## src/rtl/key_conditioner.sv

```systemverilog
// key_conditioner: push-button front end for the stopwatch timer.
//
// Each active-low key pin is synchronised into clk, debounced by requiring
// a stable level for DB_CYC consecutive cycles, and turned into a debounced
// level plus single-cycle press / release / long-press pulses.
//
// Ports:
//   clk          system clock
//   rst_n        asynchronous active-low reset
//   key_n        raw buttons, active-low, asynchronous to clk
//   key_level    debounced state, 1 = held
//   key_press    1-cycle pulse on accepted press
//   key_release  1-cycle pulse on accepted release
//   key_long     1-cycle pulse once per press after LONG_CYC held
//
// Per-key FSM:
//   state       | meaning
//   RELEASED    | key idle, waiting for the pin to go low
//   PRESS_CHK   | pin low, counting stable cycles before accepting the press
//   PRESSED     | press accepted, counting hold time towards a long press
//   RELEASE_CHK | pin high, counting stable cycles before accepting release

module key_conditioner #(
    parameter int FREQ_MHZ    = 50,
    parameter int DEBOUNCE_MS = 10,
    parameter int LONG_MS     = 1000,
    parameter int NUM_KEYS    = 2
) (
    input  logic                clk,
    input  logic                rst_n,
    input  logic [NUM_KEYS-1:0] key_n,
    output logic [NUM_KEYS-1:0] key_level,
    output logic [NUM_KEYS-1:0] key_press,
    output logic [NUM_KEYS-1:0] key_release,
    output logic [NUM_KEYS-1:0] key_long
);

    localparam int DB_CYC   = FREQ_MHZ * 1000 * DEBOUNCE_MS;
    localparam int LONG_CYC = FREQ_MHZ * 1000 * LONG_MS;
    localparam int DW       = $clog2(DB_CYC);
    localparam int LW       = $clog2(LONG_CYC);

    localparam logic [DW-1:0] DB_LAST   = DW'(DB_CYC - 1);
    localparam logic [LW-1:0] LONG_LAST = LW'(LONG_CYC - 1);

    typedef enum logic [1:0] {
        RELEASED    = 2'd0,
        PRESS_CHK   = 2'd1,
        PRESSED     = 2'd2,
        RELEASE_CHK = 2'd3
    } state_t;

    logic [NUM_KEYS-1:0] sync1_q, sync1_d;
    logic [NUM_KEYS-1:0] sync2_q, sync2_d;

    state_t              state_q [NUM_KEYS];
    state_t              state_d [NUM_KEYS];
    logic [DW-1:0]       dcnt_q  [NUM_KEYS];
    logic [DW-1:0]       dcnt_d  [NUM_KEYS];
    logic [LW-1:0]       lcnt_q  [NUM_KEYS];
    logic [LW-1:0]       lcnt_d  [NUM_KEYS];

    // Set once the long pulse has fired, so a saturated lcnt cannot repeat it.
    logic [NUM_KEYS-1:0] long_done_q, long_done_d;

    logic [NUM_KEYS-1:0] level_q, level_d;
    logic [NUM_KEYS-1:0] press_q, press_d;
    logic [NUM_KEYS-1:0] release_q, release_d;
    logic [NUM_KEYS-1:0] long_q, long_d;

    always_comb begin
        sync1_d     = key_n;
        sync2_d     = sync1_q;
        long_done_d = long_done_q;
        level_d     = '0;
        press_d     = '0;
        release_d   = '0;
        long_d      = '0;

        for (int i = 0; i < NUM_KEYS; i++) begin
            state_d[i] = state_q[i];
            dcnt_d[i]  = dcnt_q[i];
            lcnt_d[i]  = lcnt_q[i];

            case (state_q[i])
                RELEASED: begin
                    if (!sync2_q[i]) begin
                        state_d[i] = PRESS_CHK;
                        dcnt_d[i]  = '0;
                    end
                end
                PRESS_CHK: begin
                    if (sync2_q[i]) begin
                        state_d[i] = RELEASED;
                    end else if (dcnt_q[i] == DB_LAST) begin
                        state_d[i]     = PRESSED;
                        press_d[i]     = 1'b1;
                        lcnt_d[i]      = '0;
                        long_done_d[i] = 1'b0;
                    end else begin
                        dcnt_d[i] = dcnt_q[i] + 1'b1;
                    end
                end
                PRESSED: begin
                    if (sync2_q[i]) begin
                        state_d[i] = RELEASE_CHK;
                        dcnt_d[i]  = '0;
                    end else if (!long_done_q[i]) begin
                        if (lcnt_q[i] == LONG_LAST) begin
                            long_d[i]      = 1'b1;
                            long_done_d[i] = 1'b1;
                        end else begin
                            lcnt_d[i] = lcnt_q[i] + 1'b1;
                        end
                    end
                end
                RELEASE_CHK: begin
                    // A short high glitch returns to PRESSED with the hold
                    // time intact, so the long press is only delayed.
                    if (!sync2_q[i]) begin
                        state_d[i] = PRESSED;
                    end else if (dcnt_q[i] == DB_LAST) begin
                        state_d[i]   = RELEASED;
                        release_d[i] = 1'b1;
                    end else begin
                        dcnt_d[i] = dcnt_q[i] + 1'b1;
                    end
                end
                default: begin
                    state_d[i] = RELEASED;
                end
            endcase

            level_d[i] = (state_d[i] == PRESSED) || (state_d[i] == RELEASE_CHK);
        end
    end

    always_ff @(posedge clk or negedge rst_n) begin
        if (!rst_n) begin
            sync1_q     <= '1;
            sync2_q     <= '1;
            long_done_q <= '0;
            level_q     <= '0;
            press_q     <= '0;
            release_q   <= '0;
            long_q      <= '0;
            for (int i = 0; i < NUM_KEYS; i++) begin
                state_q[i] <= RELEASED;
                dcnt_q[i]  <= '0;
                lcnt_q[i]  <= '0;
            end
        end else begin
            sync1_q     <= sync1_d;
            sync2_q     <= sync2_d;
            long_done_q <= long_done_d;
            level_q     <= level_d;
            press_q     <= press_d;
            release_q   <= release_d;
            long_q      <= long_d;
            for (int i = 0; i < NUM_KEYS; i++) begin
                state_q[i] <= state_d[i];
                dcnt_q[i]  <= dcnt_d[i];
                lcnt_q[i]  <= lcnt_d[i];
            end
        end
    end

    assign key_level   = level_q;
    assign key_press   = press_q;
    assign key_release = release_q;
    assign key_long    = long_q;

endmodule

```

## config.mk

```make
export PLATFORM = sky130hd
export DESIGN_NAME = key_conditioner
export DESIGN_NICKNAME = d
export VERILOG_FILES = /design/src/rtl/key_conditioner.sv
export SDC_FILE = /design/constraint.sdc
export NUM_CORES = 1
export LEC_CHECK = 0
export ABC_AREA = 1
export ABC_CLOCK_PERIOD_IN_PS = 2150
export BUFFER_PORTS_ARGS = -buffer_cell sky130_fd_sc_hd__clkbuf_2
export CAP_MARGIN = 25
export CORE_ASPECT_RATIO = 1.1
export CORE_MARGIN = 2
export CORE_UTILIZATION = 39
export CTS_CLUSTER_DIAMETER = 60
export DETAILED_ROUTE_END_ITERATION = 8
export PLACE_DENSITY = 0.57
export SYNTH_ARGS = -nofsm -noshare
export SYNTH_HDL_FRONTEND = slang
export SYNTH_SLANG_ARGS = --single-unit
```

## constraint.sdc

```tcl
create_clock -name clk -period 2.15 [get_ports clk]
set_input_delay 0.43 -clock clk [delete_from_list [all_inputs] [get_ports clk]]
set_output_delay 0.43 -clock clk [all_outputs]
set_load 0.01 [all_outputs]
```

==> results.toml <==
[critical_path]
cp-start-kind = "flip-flop"
crit_type = "reg -> reg"
arrival_ns = 2.27
worstPathRequired_ns = 2.44
crit_fanout = 17
rrSetupSlack_ns = 0.17
worstSetupEndpointType = "flip-flop"

[global_route]
antenna_found_initial = 0
grt_pass1_vias = 6205
grt_usage = 0.183
overflow = 0
grt_pass1_wl_um = 29600
grt_max_degree = 60

[placed_design]
post-dp-hpwl_um = 12500
portBuffers = 11
place_congestion = 0.908
placedCellCount = 1354

[timing]
slew_headroom = 0.548
drv_slew = 0
period_needed_ns = 1.98
period_share = 0.921
hold_slack_ns = 0.0408
fmax_ghz = 0.505
tightest_slew_ns = 0.678
setup_viol = 0
hold_viol = 0
finClkSkew_ns = 0.0113
tns_ns = 0

[floorplan]
initial_core_util = 0.401
floorplan.die_area_um2 = 19500
dieWidth_um = 133
die_y_um = 146
core_area_um2 = 17900
row_count = 51
ioPinCount = 12

[route]
drc = 0
via_per_inst = 4.74
post_drt_wl_per_cell_um = 12.5
drtIter0Drc = 336
drt-pass1-iter-count = 5
wl_um = 17100
drtAntennaViolNets = 0
via_count = 6500

[synthesis]
syn_nets = 1118
ys_ff_latch = 108
synth_cells = 1110
synth_seq_area_share = 0.378
yosys_warnings = 0
yosysUniqueCellTypes = 37
synth-edff-count = 0
synth_area_um2 = 7160
avgSynthCellArea_um2 = 6.45
synth_ff_type = "dfrtp_1"
synthArstFlopShare = 1.00

[job]
drv_cap = 0

[power_and_ir_drop]
combPwrFrac = 0.054
clkPwrFrac = 0.432
power.internal_w = 0.00304
p_per_area_nw_per_um2 = 512
p_seq_frac = 0.515
vdd_drop_max_mv = 0.403
power.switching_w = 0.000997
p_leak_nw = 3.45
sw_frac_of_total = 0.247
power_w = 0.00403

[cts]
cts_made_buffers = 9
cts_root_buf = "clkbuf_16"
clock-sinks = 108
cts_tree = "done"
cts_setup_buffers = 0
clock_tree.buffer_depth = 2
path_clk_slew_ns = 0.08
htree_levels = 3
clk_latency_ns = 0.36

[cells_and_area]
utilization = 0.441
nets = 1136
fillers = 1916
fin_cells = 1371
layout-drive-gt1-share = 0.0733
n_antenna_cell = 0
area_delta_synth_final_pct = 10.1

[worst_hold_path]
min_path_type = "in -> async"

[status]
run_status = "finished clean"
==> final timing paths <==
check                                 from    endpoint  depth (start not counted)
min in group clk                  key_n[1]  sync1_q[1]                          1
worst max register to register   lcnt_q[0]  lcnt_q[13]                         11
worst max-delay path             lcnt_q[0]  lcnt_q[13]                         11
max in group asynchronous            rst_n  sync1_q[1]                          2
worst min register to register  sync1_q[0]  sync2_q[0]                          0
worst min-delay path                 rst_n  lcnt_q[19]                          2
==> stage by stage <==
stage / cell area, um^2 / setup slack [ns]
final: 7880 / 0.171
after global routing: 7880 / -0.00380
after CTS: 7860 / 0.0860
after detailed placement: 7560 / 0.125
after global placement: 7560 / 0.159
after floorplan: 7160 / 0.413
==> critical path, cell delays in order (launching register included) <==
cell and delay (ns):
dfrtp_2 0.44, ha_2 0.25, nand2_2 0.08, nor2_4 0.18
nand2_2 0.10, nor2_2 0.12, nand3_2 0.11, nand2_2 0.11
nand2_4 0.16, nand2_4 0.22, nand2_1 0.08, nand2_1 0.06
==> cell families after synthesis <==
kind of cell    count (synthesis)  synth area share
fa+ha+maj                       4           0.00699
xor+xnor                       39            0.0477
compound gates                 37            0.0281
buf+inv                       120            0.0720
simple gates                  802             0.467
flops                         108             0.378
==> placed cells by master, fill, tap and decap left out, types with 5 or more instances in the layout <==
master and count:
buf_4 17, clkbuf_16 9, clkbuf_2 10, dfrtp_1 103, inv_1 89, inv_2 5
nand2_1 436, nand2_2 5, nand3_1 82, nand4_1 21, nor2_1 220, nor2_2 6
nor3_1 8, nor3b_1 5, o21ai_0 28, xnor2_1 10, xor2_1 29
==> power groups by stage <==
| stage | Clock (W) | Combinational, W | Sequential (W) |
|---|---|---|---|
| floorplan | 0 | 0.000119 | 0.00211 |
| global placement | 0 | 0.000217 | 0.00211 |
| detailed placement | 0 | 0.000219 | 0.00211 |
| CTS | 0.00179 | 0.000219 | 0.00207 |
| global route | 0.00188 | 0.000246 | 0.00208 |
| finish | 0.00174 | 0.000216 | 0.00207 |
==> layout make-up <==
| class | instances | area [um^2] | share of cell area |
|---|---|---|---|
| multi-input cells | 883 | 3950 | 0.501 |
| flip-flops and latches | 108 | 2710 | 0.344 |
| inverters | 95 | 362 | 0.0459 |
| well taps | 238 | 298 | 0.0378 |
| repair buffers | 31 | 258 | 0.0327 |
| clock buffers | 10 | 229 | 0.0291 |
| clock inverters | 6 | 72.6 | 0.00921 |
==> flip-flops by register name, indices dropped and copies added, names as in the netlist <==
signal       flops
dcnt_q          38
key_level        2
key_long         2
key_press        2
key_release      2
lcnt_q          52
long_done_q      2
state_q          4
sync1_q          2
sync2_q          2
==> synth_stat cells, types with 2 or more instances <==
master | instances | area share
o21ai_0 | 28 | 0.020
nor2_1 | 221 | 0.12
nor4_1 | 3 | 0.0026
nand3b_1 | 4 | 0.0042
nor3_1 | 8 | 0.0056
buf_6 | 5 | 0.0079
xor2_1 | 29 | 0.035
nor3b_1 | 5 | 0.0052
inv_1 | 89 | 0.047
inv_2 | 5 | 0.0026
dfrtp_1 | 104 | 0.36
nor2_2 | 5 | 0.0044
o21bai_1 | 4 | 0.0042
nand2_1 | 436 | 0.23
clkbuf_1 | 7 | 0.0037
dfstp_2 | 4 | 0.015
ha_1 | 4 | 0.0070
nand3_2 | 3 | 0.0042
nor2_4 | 4 | 0.0063
nand4_1 | 21 | 0.018
a21oi_1 | 2 | 0.0014
buf_2 | 9 | 0.0063
nand3_1 | 82 | 0.057
xnor2_1 | 10 | 0.012
buf_4 | 2 | 0.0021
nand2_2 | 5 | 0.0044
==> routing by layer <==
layer,share of wire,wire [um],track usage
met1,0.50,8620,0.253
met2,0.46,7950,0.302
met3,0.020,343,0.0219
met4,0.012,214,0.0548
met5,0,0,0
==> what timing repair did <==
action	4_1_cts	5_1_grt
endpoints found under the setup margin	0	26
resized for setup	0	2
hold buffers	0	0
(Power assumes the default switching activity.)
